==> config.mk <==
export PLATFORM = sky130hd
export DESIGN_NAME = ex_muldiv
export DESIGN_NICKNAME = d
export VERILOG_FILES = /design/src/rtl/ex_muldiv_pkg.sv /design/src/rtl/ex_muldiv_div_core.sv /design/src/rtl/ex_muldiv.sv
export SDC_FILE = /design/constraint.sdc
export NUM_CORES = 2
export LEC_CHECK = 0
export BUFFER_PORTS_ARGS = -buffer_cell sky130_fd_sc_hd__buf_2
export CAP_MARGIN = 30
export CORE_MARGIN = 3
export CORE_UTILIZATION = 49
export CTS_CLUSTER_DIAMETER = 150
export DETAILED_ROUTE_END_ITERATION = 8
export PLACE_DENSITY = 0.72
export SLEW_MARGIN = 20
export SYNTH_ARGS = -nofsm -noshare
export SYNTH_HDL_FRONTEND = slang
export SYNTH_SLANG_ARGS = --single-unit
export TNS_END_PERCENT = 1
==> constraint.sdc <==
create_clock -name clk -period 14.55 [get_ports clk]
set_input_delay 2.91 -clock clk [delete_from_list [all_inputs] [get_ports clk]]
set_output_delay 2.91 -clock clk [all_outputs]
set_load 0.02 [all_outputs]
==> src/rtl/ex_muldiv_pkg.sv <==
// ex_muldiv_pkg -- shared definitions for the EX-stage multiply/divide unit.
//   op_e      : 3-bit mul/div-class opcode; bit 0 set means unsigned.
//   state_e   : FSM state encoding of ex_muldiv.
//   DIV_ITERS : number of radix-2 restoring iterations per divide.
//   `RegBus   : architectural register width (31:0).
`ifndef RegBus
`define RegBus 31:0
`endif
`ifndef DoubleRegBus
`define DoubleRegBus 63:0
`endif

package ex_muldiv_pkg;

    typedef enum logic [2:0] {
        OP_MULT  = 3'd0,
        OP_MULTU = 3'd1,
        OP_MADD  = 3'd2,
        OP_MADDU = 3'd3,
        OP_MSUB  = 3'd4,
        OP_MSUBU = 3'd5,
        OP_DIV   = 3'd6,
        OP_DIVU  = 3'd7
    } op_e;

    typedef enum logic [1:0] {
        ST_IDLE    = 2'd0,
        ST_MACC    = 2'd1,
        ST_DIV_RUN = 2'd2,
        ST_DONE    = 2'd3
    } state_e;

    localparam int unsigned DIV_ITERS = 32;
    localparam logic [5:0]  DIV_CNT_LAST = 6'(DIV_ITERS - 1);

endpackage

==> src/rtl/ex_muldiv_div_core.sv <==
// div_core -- iterative 32-bit radix-2 restoring divider.
//   clk, rst          : clock, synchronous active-high reset
//   start             : load operands and begin (ignored when annul=1)
//   annul             : abort the running divide
//   sign_op           : treat dividend/divisor as two's complement
//   dividend, divisor : operands (divisor must be non-zero)
//   done              : high during the final iteration cycle
//   quotient, remainder : sign-corrected result, valid after done
`ifndef RegBus
`define RegBus 31:0
`endif

module div_core
    import ex_muldiv_pkg::*;
(
    input  logic           clk,
    input  logic           rst,
    input  logic           start,
    input  logic           annul,
    input  logic           sign_op,
    input  logic [`RegBus] dividend,
    input  logic [`RegBus] divisor,
    output logic           done,
    output logic [`RegBus] quotient,
    output logic [`RegBus] remainder
);

    logic           run_q;
    logic [5:0]     cnt_q;
    logic [`RegBus] q_q;
    logic [`RegBus] r_q;
    logic [`RegBus] d_q;
    logic           neg_q_q;
    logic           neg_r_q;

    // Partial remainder shifted left with the next dividend bit; bit 32 of
    // the trial difference is the borrow that decides restore vs. keep.
    logic [32:0] partial;
    logic [32:0] diff;

    function automatic logic [`RegBus] mag(input logic [`RegBus] v, input logic sgn);
        return (sgn && v[31]) ? -v : v;
    endfunction

    assign partial = {r_q, q_q[31]};
    assign diff    = partial - {1'b0, d_q};
    assign done    = run_q && (cnt_q == DIV_CNT_LAST);

    // Quotient is negated when signs differ; remainder follows the dividend.
    assign quotient  = neg_q_q ? -q_q : q_q;
    assign remainder = neg_r_q ? -r_q : r_q;

    always_ff @(posedge clk) begin
        if (rst) begin
            run_q   <= 1'b0;
            cnt_q   <= '0;
            q_q     <= '0;
            r_q     <= '0;
            d_q     <= '0;
            neg_q_q <= 1'b0;
            neg_r_q <= 1'b0;
        end else if (annul) begin
            run_q <= 1'b0;
        end else if (start) begin
            run_q   <= 1'b1;
            cnt_q   <= '0;
            q_q     <= mag(dividend, sign_op);
            r_q     <= '0;
            d_q     <= mag(divisor, sign_op);
            neg_q_q <= sign_op && (dividend[31] ^ divisor[31]);
            neg_r_q <= sign_op && dividend[31];
        end else if (run_q) begin
            if (!diff[32]) begin
                r_q <= diff[31:0];
                q_q <= {q_q[30:0], 1'b1};
            end else begin
                r_q <= partial[31:0];
                q_q <= {q_q[30:0], 1'b0};
            end
            // Counter stops at the last count instead of wrapping.
            if (cnt_q == DIV_CNT_LAST) begin
                run_q <= 1'b0;
            end else begin
                cnt_q <= cnt_q + 6'd1;
            end
        end
    end

endmodule

==> src/rtl/ex_muldiv.sv <==
// ex_muldiv -- EX-stage HI/LO multiply, multiply-accumulate and divide unit.
//   clk, rst         : clock, synchronous active-high reset
//   op_valid, op     : mul/div-class instruction present in EX and its opcode
//   opnd_a, opnd_b   : forwarded rs/rt values
//   hi_in, lo_in     : forwarded current HI/LO
//   annul            : flush, abort anything in progress
//   hi_o, lo_o       : result toward EX/MEM HI/LO
//   hi_we, lo_we     : HI/LO write enables
//   stall_req        : freeze PC, IF/ID and ID/EX
//   busy             : FSM not idle
// Build option: define MULDIV_MADD_EN to enable MADD/MADDU/MSUB/MSUBU;
// otherwise those opcodes are silently dropped (no write, no stall).
`ifndef RegBus
`define RegBus 31:0
`endif
`ifndef DoubleRegBus
`define DoubleRegBus 63:0
`endif

module ex_muldiv
    import ex_muldiv_pkg::*;
(
    input  logic           clk,
    input  logic           rst,
    input  logic           op_valid,
    input  logic [2:0]     op,
    input  logic [`RegBus] opnd_a,
    input  logic [`RegBus] opnd_b,
    input  logic [`RegBus] hi_in,
    input  logic [`RegBus] lo_in,
    input  logic           annul,
    output logic [`RegBus] hi_o,
    output logic [`RegBus] lo_o,
    output logic           hi_we,
    output logic           lo_we,
    output logic           stall_req,
    output logic           busy
);

    op_e    op_k;
    state_e state_q, state_d;
    logic   dz_q, dz_d;
    logic   div_start, div_done;
    logic   [`RegBus] div_quot, div_rem;

    // Bit 0 of every opcode selects unsigned; sign-extend to 64 bits so a
    // single truncated multiply yields both signed and unsigned products.
    logic signed [32:0]          a_x, b_x;
    logic signed [`DoubleRegBus] a_w, b_w, prod;

    assign op_k = op_e'(op);
    assign a_x  = {~op[0] & opnd_a[31], opnd_a};
    assign b_x  = {~op[0] & opnd_b[31], opnd_b};
    assign a_w  = {{31{a_x[32]}}, a_x};
    assign b_w  = {{31{b_x[32]}}, b_x};
    assign prod = a_w * b_w;

    assign busy = (state_q != ST_IDLE);

`ifdef MULDIV_MADD_EN
    logic                  macc_load;
    logic                  sub_q;
    logic [`DoubleRegBus]  prod_q;
    logic [`DoubleRegBus]  acc;
    logic [`DoubleRegBus]  macc_res;

    assign acc      = {hi_in, lo_in};
    assign macc_res = sub_q ? (acc - prod_q) : (acc + prod_q);
`else
    logic unused_hilo;
    assign unused_hilo = ^{hi_in, lo_in};
`endif

    div_core u_div_core (
        .clk       (clk),
        .rst       (rst),
        .start     (div_start),
        .annul     (annul),
        .sign_op   (~op[0]),
        .dividend  (opnd_a),
        .divisor   (opnd_b),
        .done      (div_done),
        .quotient  (div_quot),
        .remainder (div_rem)
    );

    always_ff @(posedge clk) begin
        if (rst) begin
            state_q <= ST_IDLE;
            dz_q    <= 1'b0;
`ifdef MULDIV_MADD_EN
            prod_q  <= '0;
            sub_q   <= 1'b0;
`endif
        end else begin
            state_q <= state_d;
            dz_q    <= dz_d;
`ifdef MULDIV_MADD_EN
            if (macc_load) begin
                prod_q <= prod;
                sub_q  <= (op_k == OP_MSUB) || (op_k == OP_MSUBU);
            end
`endif
        end
    end

    always_comb begin
        state_d   = state_q;
        dz_d      = dz_q;
        div_start = 1'b0;
        hi_o      = '0;
        lo_o      = '0;
        hi_we     = 1'b0;
        lo_we     = 1'b0;
        stall_req = 1'b0;
`ifdef MULDIV_MADD_EN
        macc_load = 1'b0;
`endif
        if (annul) begin
            state_d = ST_IDLE;
        end else begin
            case (state_q)
                ST_IDLE: begin
                    if (op_valid) begin
                        case (op_k)
                            OP_MULT, OP_MULTU: begin
                                {hi_o, lo_o} = prod;
                                hi_we        = 1'b1;
                                lo_we        = 1'b1;
                            end
`ifdef MULDIV_MADD_EN
                            OP_MADD, OP_MADDU, OP_MSUB, OP_MSUBU: begin
                                macc_load = 1'b1;
                                stall_req = 1'b1;
                                state_d   = ST_MACC;
                            end
`endif
                            OP_DIV, OP_DIVU: begin
                                stall_req = 1'b1;
                                if (opnd_b == '0) begin
                                    dz_d    = 1'b1;
                                    state_d = ST_DONE;
                                end else begin
                                    dz_d      = 1'b0;
                                    div_start = 1'b1;
                                    state_d   = ST_DIV_RUN;
                                end
                            end
                            default: ;
                        endcase
                    end
                end
`ifdef MULDIV_MADD_EN
                ST_MACC: begin
                    {hi_o, lo_o} = macc_res;
                    hi_we        = 1'b1;
                    lo_we        = 1'b1;
                    state_d      = ST_IDLE;
                end
`endif
                ST_DIV_RUN: begin
                    stall_req = 1'b1;
                    if (div_done) begin
                        state_d = ST_DONE;
                    end
                end
                ST_DONE: begin
                    hi_we   = 1'b1;
                    lo_we   = 1'b1;
                    state_d = ST_IDLE;
                    if (!dz_q) begin
                        hi_o = div_rem;
                        lo_o = div_quot;
                    end
                end
                default: state_d = ST_IDLE;
            endcase
        end
    end

endmodule

==> impl_metrics.py <==
metrics = {
    "yosys": {
        "synth_edf_count": 0,
        "yosys_warnings": 0,
        "synth_seq_cells": 108,
        "synth_cell_types": 80,
        "syn-num-nets": 7037,
        "netlist_area_sq_um": 47410,
        "synthArstFlopShare_pct": 0,
        "avgSynthCellArea_sq_um": 8.583,
        "seq_area_frac_synth_pct": 4.561,
        "yosys_most_used_dff": "dfxtp_1",
        "syn_inst": 5523,
    },
    "route": {
        "dr.first_iter.drc_count": 3254,
        "wirelength_microns": 138000,
        "wl_per_cell_microns": 20.39,
        "drc": 0,
        "postRouteAntennaNets": 0,
        "via_per_inst": 5.634,
        "first_pass_iters": 6,
        "via_count": 38140,
    },
    "worst_setup_path": {
        "path_class": "in -> out",
        "crit_required_ns": 11.64,
        "critPathLaunchType": "primary input",
        "critPathMaxFanout": 27,
        "arrival_ns": 11.40,
        "end_kind": "output pin",
    },
    "cts": {
        "clk_latency_ns": 0.38,
        "cts_sinks": 108,
        "clockRootBuffer": "clkbuf_16",
        "numCtsBuffers": 9,
        "hold_buffers": 0,
        "clk_pin_slew_worst_paths_ns": 0.08,
        "htreeDepth": 3,
        "cts.path.max_buffers": 2,
        "tritoncts": "yes",
    },
    "flow_run": {
        "cap_violations": 0,
    },
    "cells_and_area": {
        "utilization_pct": 52.49,
        "syn_to_final_growth_pct": 5.675,
        "nets": 7002,
        "fillers": 8817,
        "drive_above_1_share_pct": 6.554,
        "most-common-layout-cells": "1186 x inv_1, 1126 x fa_1, 875 x nand2_1",
        "final_common_cell": "inv_1",
    },
    "grt": {
        "grt_max_degree": 96,
        "grt_util_all_layers_pct": 28.25,
        "antenna_found_initial": 13,
        "grt_overflow_total": 0,
        "grt_pass1_wl_microns": 220100,
        "grt_pass1_vias": 39700,
    },
    "timing": {
        "slew_headroom_pct": 36.25,
        "rsz0062_at_grt": "no",
        "maxSlewViolCount": 0,
        "fin_crit_sh_pct": 98.35,
        "fin_skew_ns": 0.01495,
        "final-hold-violation-count": 0,
        "timing.setup.tns_ns": 0,
        "worst-slew-pin-transition_ns": 0.9563,
        "fmaxAchievable_ghz": 0.06988,
        "finalSetupViolCount": 0,
        "layout_min_cycle_time_ns": 14.31,
    },
    "worst_hold_path": {
        "hold_class": "reg -> reg",
    },
    "die": {
        "ios": 203,
        "fp.coreArea_sq_um": 95440,
        "initial_core_util_pct": 49.67,
        "die_w_microns": 317.0,
        "die_y_microns": 317.0,
        "die_area_sq_um": 100500,
        "rows": 113,
    },
    "outcome": {
        "outcome": "finished clean",
    },
    "placement": {
        "dpl.hpwl_microns": 112300,
        "gp_congestion": 0.9637,
        "port_buffers": 138,
    },
}
Yosys cell counts (5+ instances only):
| cell type | number | area (sq um) |
|---|---|---|
| nor2_1 | 232 | 870.8 |
| ha_1 | 253 | 3166 |
| xnor2_1 | 124 | 1086 |
| o21bai_1 | 8 | 60.06 |
| o41ai_1 | 14 | 122.6 |
| nand2b_1 | 30 | 187.7 |
| nand3_1 | 42 | 210.2 |
| a22oi_1 | 31 | 232.7 |
| xor2_1 | 92 | 805.8 |
| o31a_1 | 6 | 52.55 |
| dfxtp_1 | 108 | 2162 |
| a31oi_1 | 13 | 81.33 |
| and2_1 | 352 | 2202 |
| fa_1 | 1126 | 22540 |
| nand4_1 | 17 | 106.4 |
| inv_1 | 1187 | 4456 |
| buf_2 | 19 | 95.09 |
| buf_1 | 32 | 120.1 |
| a311oi_1 | 34 | 297.8 |
| nor2b_1 | 14 | 87.58 |
| mux2i_1 | 26 | 260.3 |
| a21o_1 | 39 | 292.8 |
| o22ai_1 | 25 | 156.4 |
| and3_1 | 16 | 100.1 |
| o21ai_0 | 97 | 485.5 |
| o21a_1 | 13 | 97.59 |
| o211ai_1 | 18 | 135.1 |
| nor4_1 | 12 | 75.07 |
| a21oi_1 | 147 | 735.7 |
| and4_1 | 6 | 52.55 |
| or2_2 | 6 | 37.54 |
| nand2_1 | 876 | 3288 |
| nor3_1 | 33 | 165.2 |
| a21boi_0 | 5 | 37.54 |
| or3_1 | 15 | 93.84 |
| o21ai_1 | 8 | 40.04 |
| clkbuf_1 | 292 | 1096 |
| or4_1 | 10 | 75.07 |
| o31ai_1 | 35 | 262.8 |
| a211oi_1 | 38 | 285.3 |
final cells by class:
cell class	count	area, sq um	area share (%)
Antenna cell	11	27.53	0.05495
Clock buffer	9	225.2	0.4496
Clock inverter	7	91.34	0.1823
Inverter	1188	4463	8.909
Multi-Input combinational cell	3877	39480	78.81
Sequential cell	108	2162	4.316
Tap cell	1265	1583	3.160
Timing Repair Buffer	304	2062	4.116
cells by family after synthesis:
logic type | count (synthesis) | synth area share, %
compound gates | 569 | 7.886
xor+xnor | 217 | 4.025
fa+ha+maj | 1379 | 54.23
mux | 26 | 0.5490
simple gates | 1686 | 16.46
flops | 108 | 4.561
buf+inv | 1538 | 12.29
metal layers:
metal / share of wire [%] / GRT usage (%) / up-vias
li1: - / - / 16470
met1: 39 / 37.19 / 19400
met2: 47 / 46.99 / 1842
met3: 9.0 / 4.347 / 418
met4: 5.1 / 11.27 / 8
met5: 0.035 / 0 / -
stage by stage:
stage	hold slack [ns]	setup slack [ns]	instances	area (sq um)
after detailed placement	0.4563	-0.01293	6740	49690
final	0.4713	0.2395	6769	50100
after floorplan	0.4319	0.6149	5523	47410
after CTS	0.4687	0.1844	6756	50010
after global routing	0.4971	0.01094	6761	50080
after global placement	0.4422	0.04051	6738	49650
what timing repair did:
action                                  CTS  global route
endpoints found under the setup margin    1            13
buffers inserted                          0             1
resized for setup                         1             6
gates cloned                              0             0
worst max-delay path, cell delays in order:
cell and delay [ns]:
buf_2 0.62, buf_4 0.30, nand2_1 0.08, fa_1 0.49
fa_1 0.57, inv_1 0.06, fa_1 0.56, fa_1 0.44
fa_1 0.61, fa_1 0.45, fa_1 0.49, inv_1 0.05
fa_1 0.48, inv_1 0.06, ha_1 0.44, nand3_1 0.18
or3_1 0.37, or3_1 0.38, nand3_1 0.31, a311oi_2 0.27
or3_1 0.41, a31o_2 0.25, xnor2_1 0.24, o22ai_1 0.12
buf_2 0.22
sequential cells by signal, indices dropped and copies added, names as in the netlist:
name                flops
u_div_core.neg_q_q      1
u_div_core.run_q        1
u_div_core.r_q         32
u_div_core.cnt_q        6
dz_q                    1
u_div_core.d_q         32
state_q                 2
u_div_core.neg_r_q      1
u_div_core.q_q         32
worst paths after layout:
| kind | slack [ns] | to | start | depth (start not counted) |
|---|---|---|---|---|
| setup / recovery | 0.24 | hi_o[31] | opnd_b[11] | 25 |
| hold / removal | 0.47 | u_div_core.d_q[0]$_SDFFE_PP0P_ | u_div_core.d_q[0]$_SDFFE_PP0P_ | 2 |
| setup reg to reg | 10.39 | u_div_core.q_q[0]$_SDFFE_PP0P_ | u_div_core.q_q[31]$_SDFFE_PP0P_ | 15 |
| hold reg to reg | 0.47 | u_div_core.d_q[0]$_SDFFE_PP0P_ | u_div_core.d_q[0]$_SDFFE_PP0P_ | 2 |
Power is left out: the tool's default activity adds up to more than one toggle a clock period on the data nets, which glitch-free logic cannot reach.
